## config.mk

```make
export PLATFORM = sky130hd
export DESIGN_NAME = mem_access_ctrl_flat
export DESIGN_NICKNAME = d
export VERILOG_FILES = /design/src/rtl/mem_pkg.sv /design/src/rtl/mem_access_ctrl_if.sv /design/src/rtl/mem_data_align.sv /design/src/rtl/mem_access_ctrl.sv /design/src/flat_wrapper.sv
export SDC_FILE = /design/constraint.sdc
export NUM_CORES = 1
export LEC_CHECK = 0
export CAP_MARGIN = 20
export CORE_AREA = 2 2 136 138
export DETAILED_ROUTE_END_ITERATION = 8
export DIE_AREA = 0 0 138 140
export GPL_TIMING_DRIVEN = 1
export PLACE_DENSITY = 0.67
export SLEW_MARGIN = 40
export SYNTH_ARGS = -nofsm -noshare
export SYNTH_HDL_FRONTEND = slang
export SYNTH_SLANG_ARGS = --single-unit
```

## constraint.sdc

```tcl
create_clock -name clk -period 7 [get_ports clk]
set_input_delay 1.75 -clock clk [delete_from_list [all_inputs] [get_ports clk]]
set_output_delay 1.75 -clock clk [all_outputs]
set_load 0.005 [all_outputs]
```

## src/rtl/mem_pkg.sv

```systemverilog
// Shared definitions for the memory-stage access controller: MIPS load/store
// opcodes, data-cache size encodings and FSM state encodings.
package mem_pkg;

    localparam logic [5:0] OP_LB  = 6'h20;
    localparam logic [5:0] OP_LH  = 6'h21;
    localparam logic [5:0] OP_LW  = 6'h23;
    localparam logic [5:0] OP_LBU = 6'h24;
    localparam logic [5:0] OP_LHU = 6'h25;
    localparam logic [5:0] OP_SB  = 6'h28;
    localparam logic [5:0] OP_SH  = 6'h29;
    localparam logic [5:0] OP_SW  = 6'h2B;

    localparam logic [1:0] SIZE_BYTE = 2'd0;
    localparam logic [1:0] SIZE_HALF = 2'd1;
    localparam logic [1:0] SIZE_WORD = 2'd2;

    // State encodings kept as plain constants so netlists and older tools see
    // stable values; the enum mirrors them for debug viewers.
    localparam logic [2:0] ST_IDLE  = 3'd0;
    localparam logic [2:0] ST_REQ   = 3'd1;
    localparam logic [2:0] ST_WAIT  = 3'd2;
    localparam logic [2:0] ST_DONE  = 3'd3;
    localparam logic [2:0] ST_DRAIN = 3'd4;

    typedef enum logic [2:0] {
        S_IDLE  = ST_IDLE,
        S_REQ   = ST_REQ,
        S_WAIT  = ST_WAIT,
        S_DONE  = ST_DONE,
        S_DRAIN = ST_DRAIN
    } mem_state_e;

    // Access size from opcode; anything not byte/half is treated as a word.
    function automatic logic [1:0] op_size(input logic [5:0] op);
        case (op)
            OP_LB, OP_LBU, OP_SB: op_size = SIZE_BYTE;
            OP_LH, OP_LHU, OP_SH: op_size = SIZE_HALF;
            default:              op_size = SIZE_WORD;
        endcase
    endfunction

endpackage

```

## src/rtl/mem_access_ctrl_if.sv

```systemverilog
// Data-cache request/response bus (req/addr_ok/data_ok handshake).
// master: the access controller; slave: the data cache.
interface mem_access_ctrl_if #(
    parameter int ADDR_W = 32,
    parameter int DATA_W = 32
);
    logic              data_req;
    logic              data_wr;
    logic [1:0]        data_size;
    logic [ADDR_W-1:0] data_addr;
    logic [3:0]        data_wstrb;
    logic [DATA_W-1:0] data_wdata;
    logic              data_uncached;
    logic              data_addr_ok;
    logic              data_data_ok;
    logic [DATA_W-1:0] data_rdata;

    modport master (
        output data_req, data_wr, data_size, data_addr, data_wstrb,
               data_wdata, data_uncached,
        input  data_addr_ok, data_data_ok, data_rdata
    );

    modport slave (
        input  data_req, data_wr, data_size, data_addr, data_wstrb,
               data_wdata, data_uncached,
        output data_addr_ok, data_data_ok, data_rdata
    );
endinterface

```

## src/rtl/mem_data_align.sv

```systemverilog
// Lane handling for loads and stores: access size, byte strobes and
// replicated store data on the way out; lane extraction and sign/zero
// extension of the returned word on the way in. Purely combinational.
module mem_data_align
    import mem_pkg::*;
(
    input  logic [5:0]  op,
    input  logic [1:0]  lane,
    input  logic [31:0] wdata_in,
    input  logic [31:0] rdata_in,
    output logic [1:0]  size,
    output logic [3:0]  wstrb,
    output logic [31:0] wdata_out,
    output logic [31:0] rdata_out
);

    logic [31:0] shifted;

    // Store side: strobes follow the low address bits, data is replicated
    // across every lane so the cache can pick whichever lane it writes.
    always_comb begin
        size      = op_size(op);
        wstrb     = 4'b1111;
        wdata_out = wdata_in;
        case (size)
            SIZE_BYTE: begin
                wstrb     = 4'b0001 << lane;
                wdata_out = {4{wdata_in[7:0]}};
            end
            SIZE_HALF: begin
                wstrb     = 4'b0011 << lane;
                wdata_out = {2{wdata_in[15:0]}};
            end
            default: begin
                wstrb     = 4'b1111;
                wdata_out = wdata_in;
            end
        endcase
    end

    // Load side: bring the addressed lane down to bit 0, then extend.
    always_comb begin
        shifted = rdata_in >> {lane, 3'b000};
        case (op)
            OP_LB:   rdata_out = {{24{shifted[7]}}, shifted[7:0]};
            OP_LBU:  rdata_out = {24'd0, shifted[7:0]};
            OP_LH:   rdata_out = {{16{shifted[15]}}, shifted[15:0]};
            OP_LHU:  rdata_out = {16'd0, shifted[15:0]};
            default: rdata_out = rdata_in;
        endcase
    end

endmodule

```

## src/rtl/mem_access_ctrl.sv

```systemverilog
// Memory-stage data-access controller. Issues one cache access per M-stage
// instruction, stalls the pipe until it completes, and drains a response
// that is still owed when the instruction is flushed.
// Optional build macro MEM_ACCESS_STAT_EN adds load/store/stall counters;
// without it the stat_* ports are tied to zero.
//
//  state | meaning
//  IDLE  | no access outstanding; request driven combinationally on start
//  REQ   | request presented, waiting for addr_ok
//  WAIT  | request accepted, waiting for data_ok
//  DONE  | result held in mem_rdata until the instruction leaves M
//  DRAIN | instruction flushed, swallowing the response still owed
module mem_access_ctrl
    import mem_pkg::*;
#(
    parameter int ADDR_W = 32,
    parameter int DATA_W = 32,
    parameter int STAT_W = 32
) (
    input  logic              clk,
    input  logic              rst,
    input  logic              M_mem_en,
    input  logic              M_mem_ren,
    input  logic              M_mem_wen,
    input  logic [5:0]        M_mem_op,
    input  logic [ADDR_W-1:0] M_mem_addr,
    input  logic [DATA_W-1:0] M_mem_wdata,
    input  logic [ADDR_W-1:0] M_mem_pa,
    input  logic              M_mem_uncached,
    input  logic              M_except_in,
    input  logic              M_flush,
    input  logic              M_advance,
    mem_access_ctrl_if.master bus,
    output logic [DATA_W-1:0] mem_rdata,
    output logic              mem_stall,
    output logic              mem_adel,
    output logic              mem_ades,
    output logic [STAT_W-1:0] stat_load_cnt,
    output logic [STAT_W-1:0] stat_store_cnt,
    output logic [STAT_W-1:0] stat_stall_cnt
);

    logic [2:0]        state;
    logic [2:0]        state_nxt;
    logic [1:0]        size;
    logic [3:0]        wstrb_raw;
    logic [DATA_W-1:0] wdata_al;
    logic [DATA_W-1:0] rdata_ext;
    logic              misalign;
    logic              start;
    logic              capture;
    logic              unused_addr;

    // Only the low address bits matter here; the rest travel via M_mem_pa.
    assign unused_addr = ^M_mem_addr[ADDR_W-1:2];

    mem_data_align u_align (
        .op        (M_mem_op),
        .lane      (M_mem_addr[1:0]),
        .wdata_in  (M_mem_wdata),
        .rdata_in  (bus.data_rdata),
        .size      (size),
        .wstrb     (wstrb_raw),
        .wdata_out (wdata_al),
        .rdata_out (rdata_ext)
    );

    assign misalign = ((size == SIZE_HALF) && M_mem_addr[0]) ||
                      ((size == SIZE_WORD) && (M_mem_addr[1:0] != 2'b00));
    assign start    = M_mem_en && !M_except_in && !misalign && !M_flush;
    assign mem_adel = M_mem_en && M_mem_ren && misalign;
    assign mem_ades = M_mem_en && M_mem_wen && misalign;

    // Request fields come straight from the M stage; the stall keeps them
    // stable for as long as the request is outstanding.
    assign bus.data_req      = ((state == ST_IDLE) && start) || (state == ST_REQ);
    assign bus.data_wr       = M_mem_wen;
    assign bus.data_size     = size;
    assign bus.data_addr     = M_mem_pa;
    assign bus.data_wstrb    = M_mem_wen ? wstrb_raw : 4'b0000;
    assign bus.data_wdata    = wdata_al;
    assign bus.data_uncached = M_mem_uncached;

    assign mem_stall = ((state == ST_IDLE) && start) || (state == ST_REQ) ||
                       (state == ST_WAIT) || (state == ST_DRAIN);

    // Only loads overwrite the result register; a flushed response is dropped.
    assign capture = (state == ST_WAIT) && bus.data_data_ok && !M_flush && M_mem_ren;

    // Next-state logic. data_ok outside WAIT/DRAIN never belongs to us.
    always_comb begin
        state_nxt = state;
        case (state)
            ST_IDLE: begin
                if (start) state_nxt = bus.data_addr_ok ? ST_WAIT : ST_REQ;
            end
            ST_REQ: begin
                if (bus.data_addr_ok) state_nxt = M_flush ? ST_DRAIN : ST_WAIT;
                else if (M_flush)     state_nxt = ST_IDLE;
            end
            ST_WAIT: begin
                if (bus.data_data_ok) state_nxt = M_flush ? ST_IDLE : ST_DONE;
                else if (M_flush)     state_nxt = ST_DRAIN;
            end
            ST_DONE: begin
                if (M_advance || M_flush) state_nxt = ST_IDLE;
            end
            ST_DRAIN: begin
                if (bus.data_data_ok) state_nxt = ST_IDLE;
            end
            default: state_nxt = ST_IDLE;
        endcase
    end

    // State register and registered load result.
    always_ff @(posedge clk) begin
        if (rst) begin
            state     <= ST_IDLE;
            mem_rdata <= '0;
        end else begin
            state <= state_nxt;
            if (capture) mem_rdata <= rdata_ext;
        end
    end

`ifdef MEM_ACCESS_STAT_EN
    logic resp_in_wait;
    assign resp_in_wait = (state == ST_WAIT) && bus.data_data_ok;

    // Completion and stall statistics; counters wrap naturally.
    always_ff @(posedge clk) begin
        if (rst) begin
            stat_load_cnt  <= '0;
            stat_store_cnt <= '0;
            stat_stall_cnt <= '0;
        end else begin
            if (resp_in_wait && M_mem_ren) stat_load_cnt  <= stat_load_cnt + 1'b1;
            if (resp_in_wait && M_mem_wen) stat_store_cnt <= stat_store_cnt + 1'b1;
            if (mem_stall)                 stat_stall_cnt <= stat_stall_cnt + 1'b1;
        end
    end
`else
    assign stat_load_cnt  = '0;
    assign stat_store_cnt = '0;
    assign stat_stall_cnt = '0;
`endif

endmodule
```

## src/flat_wrapper.sv

```systemverilog
// flat-port wrapper written by rule: the top's interface ports become plain ports
module mem_access_ctrl_flat import mem_pkg::*;
#(
    parameter int ADDR_W = 32,
    parameter int DATA_W = 32,
    parameter int STAT_W = 32
)
  (clk, rst, M_mem_en, M_mem_ren, M_mem_wen, M_mem_op, M_mem_addr, M_mem_wdata, M_mem_pa, M_mem_uncached, M_except_in, M_flush, M_advance, mem_rdata, mem_stall, mem_adel, mem_ades, stat_load_cnt, stat_store_cnt, stat_stall_cnt, bus_data_req, bus_data_wr, bus_data_size, bus_data_addr, bus_data_wstrb, bus_data_wdata, bus_data_uncached, bus_data_addr_ok, bus_data_data_ok, bus_data_rdata);
  mem_access_ctrl_if #(.ADDR_W(ADDR_W), .DATA_W(DATA_W)) bus_i ();
  input  logic clk;
  input  logic rst;
  input  logic M_mem_en;
  input  logic M_mem_ren;
  input  logic M_mem_wen;
  input  logic [5:0] M_mem_op;
  input  logic [ADDR_W-1:0] M_mem_addr;
  input  logic [DATA_W-1:0] M_mem_wdata;
  input  logic [ADDR_W-1:0] M_mem_pa;
  input  logic M_mem_uncached;
  input  logic M_except_in;
  input  logic M_flush;
  input  logic M_advance;
  output logic [DATA_W-1:0] mem_rdata;
  output logic mem_stall;
  output logic mem_adel;
  output logic mem_ades;
  output logic [STAT_W-1:0] stat_load_cnt;
  output logic [STAT_W-1:0] stat_store_cnt;
  output logic [STAT_W-1:0] stat_stall_cnt;
  output wire logic [$bits(bus_i.data_req)-1:0] bus_data_req;
  output wire logic [$bits(bus_i.data_wr)-1:0] bus_data_wr;
  output wire logic [$bits(bus_i.data_size)-1:0] bus_data_size;
  output wire logic [$bits(bus_i.data_addr)-1:0] bus_data_addr;
  output wire logic [$bits(bus_i.data_wstrb)-1:0] bus_data_wstrb;
  output wire logic [$bits(bus_i.data_wdata)-1:0] bus_data_wdata;
  output wire logic [$bits(bus_i.data_uncached)-1:0] bus_data_uncached;
  input wire logic [$bits(bus_i.data_addr_ok)-1:0] bus_data_addr_ok;
  input wire logic [$bits(bus_i.data_data_ok)-1:0] bus_data_data_ok;
  input wire logic [$bits(bus_i.data_rdata)-1:0] bus_data_rdata;
  assign bus_data_req = bus_i.data_req;
  assign bus_data_wr = bus_i.data_wr;
  assign bus_data_size = bus_i.data_size;
  assign bus_data_addr = bus_i.data_addr;
  assign bus_data_wstrb = bus_i.data_wstrb;
  assign bus_data_wdata = bus_i.data_wdata;
  assign bus_data_uncached = bus_i.data_uncached;
  assign bus_i.data_addr_ok = bus_data_addr_ok;
  assign bus_i.data_data_ok = bus_data_data_ok;
  assign bus_i.data_rdata = bus_data_rdata;
  mem_access_ctrl #(.ADDR_W(ADDR_W), .DATA_W(DATA_W), .STAT_W(STAT_W)) u_core (.clk(clk), .rst(rst), .M_mem_en(M_mem_en), .M_mem_ren(M_mem_ren), .M_mem_wen(M_mem_wen), .M_mem_op(M_mem_op), .M_mem_addr(M_mem_addr), .M_mem_wdata(M_mem_wdata), .M_mem_pa(M_mem_pa), .M_mem_uncached(M_mem_uncached), .M_except_in(M_except_in), .M_flush(M_flush), .M_advance(M_advance), .bus(bus_i), .mem_rdata(mem_rdata), .mem_stall(mem_stall), .mem_adel(mem_adel), .mem_ades(mem_ades), .stat_load_cnt(stat_load_cnt), .stat_store_cnt(stat_store_cnt), .stat_stall_cnt(stat_stall_cnt));
endmodule
```

==> metrics.md, run 1 <==
| Metric | Value |
|---|---|
| Clk_skew | `between 0.006 and 0.007 ns` |
| Worst r2r src | `u_core.state[1]` |
| Register area share after synthesis | `between 10% and 20%` |
| Setup slack, reg-to-reg | `4.84 ns` |
| Slew Limit Fails | `0` |
| Area occupied by multi-input gates | `approximately 2100 sq um` |
| Post-DP Area | `about 4700 sq um` |
| Io pins | `between 300 and 400` |
| RSZ-0062 raised after global routing | `false` |
| Yosys top cell area share | `29.2%` |
| Post-synthesis xor/xnor area fraction | `0%` |
| Hold Violations, Final | `0` |
| Worst r2r path cells | `5` |
| Die area | `slightly below 20,000 sq um` |
| Maximum clock rate | `between 150 and 200 MHz` |
| Fill cells | `roughly 1,900` |
| Synth area leader | `buf_4` |
| Yosys reg bits | `35` |
| Status | `complete, no violations` |
| Launching element type of the critical path | `primary input` |
| Most frequent cells after synthesis | `buf_4, nor2_1, nand2_1` |
| Combinational family with the most area after synthesis | `buffers and inverters` |
| Setup TNS | `0 ns` |
| Die H | `~140 um` |
| Setup CP Type | `primary input to output pin` |
| Worst hold slack | `0.450 ns` |
| Row count | `slightly below 50` |
| Vias per cell | `around 4` |
| DR WL/cell | `approximately 15 um` |
| Clock sink count | `35` |
| Starting DRT DRC Count | `135` |
| Mux share of post-synthesis cell area | `between 10% and 20%` |
| Synth Area in Simple Gates | `~15%` |
| WHS Path Cells | `2` |
| Critical Path Start | `M_mem_op[1]` |
| Worst min path class | `flop to flop` |
| Drt pass-1 iters | `4` |
| Port buffer count | `approximately 160` |
| Cell count after placement | `between 700 and 800` |
| Worst skew pair latency | `about 0.28 ns` |
| Crit share post-route | `about four fifths` |
| Worst-margin pin slew | `about 0.82 ns` |
| Post-Syn Instances | `478` |
| Ys flop type | `dfxtp_1` |
| Residual DRC count | `0` |
| Hold-fix buffers at CTS | `0` |
| Most frequent cell after synthesis | `buf_4` |
| Setup crit end kind | `output pin` |
| Final core occ | `27.3%` |
| Top cells by area, synth | `buf_4, dfxtp_1, mux2i_1, nor2_1, mux2_2` |
| Number of setup buffers added after CTS | `0` |
| Final non-filler cell area | `between 4000 and 5000 sq um` |
| Final Power | `~0.63 mW` |
| Relative slew slack | `~45%` |
| Worst-path maximum fanout | `8` |
| Post-synthesis cell type count | `roughly 40` |
| Setup violators final | `0` |
| Worst path required time | `between 5 and 6 ns` |
| Compound-Gate Fraction of Synth Area | `between 10% and 20%` |
| Worst setup endpoint | `bus_data_wdata[15]` |
| Final HPWL DP | `a little over 9 mm` |
| Pin count of the biggest net entering global routing | `39` |
| First-pass GRT wire length | `between 15 and 20 mm` |
| Share of layout cells above drive strength 1 | `between 9 and 10%` |
| Asr flop ratio synth | `0%` |
| Worst R2R End | `u_core.mem_rdata[20]` |
| CTS tree | `built` |
| Clock transition at path regs | `about 0.05 ns` |
| Routed wire length | `around 12 mm` |
| Final ANT Viol Nets | `0` |
| Vias in the first global route | `around 3,000` |
| Core Footprint | `~18,000 sq um` |
| Grt ovf | `0` |
| CTS root buffer | `clkbuf_16` |
| Initial antenna violation count | `0` |
| Avg Inst Size Synth | `roughly 7.5 sq um` |
| H-tree level count | `2` |
| Via count | `roughly 3,300` |
| ANT cells | `0` |
| Gr usage total | `11.3%` |
| Initial Util | `between 20% and 30%` |
| Final #Nets | `720` |
| Die X | `138 um` |
| Cell area after technology mapping | `about 3600 sq um` |
| PD cells | `about 130 nW/um^2` |
| Final min period | `roughly 5.7 ns` |
| Setup WS post-layout | `roughly 1.3 ns` |
| TritonCTS Buffers | `5` |
| Worst slack at placement | `~1.3 ns` |
| Reg area | `~700 sq um` |
| CP arrival | `between 3 and 4 ns` |
| Synth Area in Adders | `0%` |
| Yosys Warn Count | `0` |
| Post-cts resize count | `0` |
| Max VDD drop | `roughly 0.000095 V` |
| Leak pwr | `between 1.5 and 2 nW` |
| Gpl congestion | `between 0.8 and 0.9` |
| Number of flops mapped to enable cells by yosys | `0` |
| Post-route non-filler standard cell count | `roughly 810` |
| Synthesis-to-layout area growth | `34.9%` |
| Max Cap Viol | `0` |
| Clock buffer depth | `2` |
## final cells by class
type / instances / area share (%)
multi-input cells: 359 / 42.5
well taps: 229 / 5.90
repair buffers: 164 / 33.2
inverters: 10 / 0.773
clock inverters: 2 / 0.335
flip-flops and latches: 35 / 14.4
clock buffers: 6 / 2.86
## state kept, by name (all words and copies together), names as in the netlist
| signal | count |
|---|---|
| u_core.mem_rdata | 32 |
| u_core.state | 3 |
## logic make-up after synthesis
kind of cell           Yosys count
and+or+nand+nor                125
AOI/OAI and AO/OA               96
muxes                           42
other                            1
buffers and inverters          179
DFF                             35
## worst min path at each step
stage                        startpoint                  end  slack [ns]
floorplan           u_core.mem_rdata[0]  u_core.mem_rdata[0]        0.45
finish              u_core.mem_rdata[3]  u_core.mem_rdata[3]        0.45
CTS                 u_core.mem_rdata[3]  u_core.mem_rdata[3]        0.46
detailed placement  u_core.mem_rdata[3]  u_core.mem_rdata[3]        0.45
global route        u_core.mem_rdata[5]  u_core.mem_rdata[5]        0.48
global placement    u_core.mem_rdata[0]  u_core.mem_rdata[0]        0.44
## report_power, final
part	switching, mW	total (mW)	leakage [nW]	internal (mW)
Sequential	0.00452	0.208	0.282	0.203
Combinational	0.0886	0.192	1.57	0.103
Clock	0.0928	0.235	0.0731	0.142
Total	0.186	0.635	1.93	0.449
## per-layer routing
layer	vias up	wire (um)	share of wire [%]	global-route usage, %
met3	28	653	5.6	2.22
li1	1590	-	-	-
met1	1498	5470	47	15.5
met2	162	5270	45	17.8
met5	-	0	0	0
met4	0	334	2.8	4.03
## cell usage in the layout (no fill, tap or decap), types with 2 or more instances in the layout
master,instances
a211oi_1,6
a211oi_2,10
a21oi_1,20
a221oi_1,7
a31oi_1,17
and3_1,3
buf_4,9
clkbuf_16,5
clkdlybuf4s50_1,154
conb_1,96
dfxtp_1,35
inv_1,9
mux2_2,17
mux2i_1,24
nand2_1,40
nand2b_1,3
nand3_1,2
nor2_1,55
nor2b_1,3
nor3_1,10
o211ai_1,9
o21ai_0,20
## worst max-delay path: stages
cell and delay (ns):
clkdlybuf4s50_1 0.46, nor3b_2 0.34, nand2_1 0.13, nor2_2 0.39, mux2_2 0.39, clkdlybuf4s50_1 0.46
Power figures use the tool's default switching activity.
==> inputs of run 2 (changes only) <==
--- a/config.mk
+++ b/config.mk
@@ -6,11 +6,11 @@
 export NUM_CORES = 1
 export LEC_CHECK = 0
 export CAP_MARGIN = 20
-export CORE_AREA = 2 2 136 138
+export CORE_AREA = 2 2 135 137
 export DETAILED_ROUTE_END_ITERATION = 8
-export DIE_AREA = 0 0 138 140
+export DIE_AREA = 0 0 137 139
 export GPL_TIMING_DRIVEN = 1
-export PLACE_DENSITY = 0.67
+export PLACE_DENSITY = 0.7
 export SLEW_MARGIN = 40
 export SYNTH_ARGS = -nofsm -noshare
 export SYNTH_HDL_FRONTEND = slang
==> constraint.sdc (replaced) <==
create_clock -name clk -period 4.8 [get_ports clk]
set_input_delay 1.2 -clock clk [delete_from_list [all_inputs] [get_ports clk]]
set_output_delay 1.2 -clock clk [all_outputs]
set_load 0.005 [all_outputs]
==> metrics.md, run 2 (same netlist as run 1, synthesis figures left out) <==
| Metric | Value |
|---|---|
| Status | `complete, no violations` |
| Final HPWL DP | `a little over 9 mm` |
| Gr usage total | `between 10% and 20%` |
| Post-cts resize count | `0` |
| Port buffer count | `~160` |
| Final #Nets | `725` |
| CTS root buffer | `clkbuf_16` |
| Via count | `around 3,300` |
| Leak pwr | `between 1.5 and 2 nW` |
| Worst path required time | `between 3 and 4 ns` |
| Hold Violations, Final | `0` |
| First-pass GRT wire length | `around 17 mm` |
| Initial antenna violation count | `0` |
| Most flop-heavy register | `u_core.mem_rdata` |
| Relative slew slack | `between 50% and 60%` |
| Clock buffer depth | `2` |
| Clock sink count | `35` |
| Slew Limit Fails | `0` |
| Worst-margin pin slew | `around 0.7 ns` |
| Die X | `137 um` |
| Clk_skew | `about 0.0074 ns` |
| Setup crit end kind | `output pin` |
| Row count | `49` |
| CP arrival | `about 3.2 ns` |
| Most common cell after layout, fill and taps aside | `clkdlybuf4s50_1` |
| Crit share post-route | `around 93%` |
| PD cells | `198 nW/um^2` |
| Core Footprint | `~18,000 sq um` |
| Setup TNS | `0 ns` |
| DR WL/cell | `13.9 um` |
| Worst min path class | `flop to flop` |
| Post-DP Area | `4730 sq um` |
| RSZ-0062 raised after global routing | `false` |
| Final min period | `~4.4 ns` |
| Flip-flop count of the largest register after layout | `32` |
| Io pins | `between 300 and 400` |
| Gpl congestion | `slightly below 0.8` |
| Grt ovf | `0` |
| Die area | `approximately 19,000 sq um` |
| Hold-fix buffers at CTS | `0` |
| Top flop regs | `u_core.mem_rdata (32), u_core.state (3)` |
| Synthesis-to-layout area growth | `36.2%` |
| Vias per cell | `~4.0` |
| Pin count of the biggest net entering global routing | `39` |
| TritonCTS Buffers | `5` |
| Max VDD drop | `0.000207 V` |
| Vias in the first global route | `between 2,000 and 3,000` |
| Worst-path maximum fanout | `8` |
| Setup violators final | `0` |
| Maximum clock rate | `approximately 230 MHz` |
| Residual DRC count | `0` |
| Starting DRT DRC Count | `around 140` |
| Clock transition at path regs | `around 0.06 ns` |
| Routed wire length | `11.3 mm` |
| Drt pass-1 iters | `7` |
| Share of layout cells above drive strength 1 | `between 9 and 10%` |
| H-tree level count | `2` |
| Max Cap Viol | `0` |
| Launching element type of the critical path | `primary input` |
| ANT cells | `0` |
| Final non-filler cell area | `4910 sq um` |
| Final ANT Viol Nets | `0` |
| CTS tree | `built` |
| Most frequent cells in the layout | `clkdlybuf4s50_1, conb_1, nor2_1, nand2_1, dfxtp_1` |
| Die H | `139 um` |
| Initial Util | `20.4%` |
| Worst skew pair latency | `0.28 ns` |
| Setup CP Type | `primary input to output pin` |
| Number of setup buffers added after CTS | `0` |
[run 2: path summary, 6_finish.rpt]
check / slack [ns] / from / to / cells past startpoint
worst max-delay path: 0.36 / M_mem_op[1] / bus_data_wdata[9] / 6
worst min-delay path: 0.45 / u_core.mem_rdata[3] / u_core.mem_rdata[3] / 2
worst max register to register: 2.95 / u_core.state[1] / u_core.mem_rdata[20] / 6
worst min register to register: 0.45 / u_core.mem_rdata[3] / u_core.mem_rdata[3] / 2
[run 2: report_power, final]
part           internal, mW  switching (mW)
combinational         0.152           0.127
sequential            0.296         0.00636
clock                 0.248           0.139
total                 0.696           0.273
[run 2: through the flow]
step	std cells	hold slack, ns	util, %	worst slack (ns)	power [mW]
finish	810	0.453	27.8	0.358	0.970
global route	810	0.479	27.8	0.211	1.02
CTS	810	0.456	27.8	0.320	0.982
detailed placement	802	0.449	26.8	0.329	0.589
global placement	802	0.439	26.8	0.347	0.586
floorplan	573	0.448	-	1.15	0.513
[run 2: cell type report]
cell class / count / area [sq um]
inverters: 10 / 37.5
clock inverters: 3 / 47.5
repair buffers: 169 / 1650
flip-flops and latches: 35 / 701
fillers: 1945 / 12800
multi-input cells: 359 / 2060
clock buffers: 5 / 125
well taps: 229 / 287
[run 2: layer usage]
metal  vias up  GRT usage, %  part of all wire [%]
li1       1604             -                     -
met1      1478          15.6                    46
met2       158          17.1                    45
met3        31          2.49                   6.8
met4         0          3.42                   2.3
met5         -             0                     0
[run 2: critical path: stages]
cell and delay [ns]:
clkdlybuf4s50_1 0.47, nor3b_2 0.24, nand2_1 0.12, nor2_2 0.37
mux2_2 0.38, clkdlybuf4s50_1 0.46
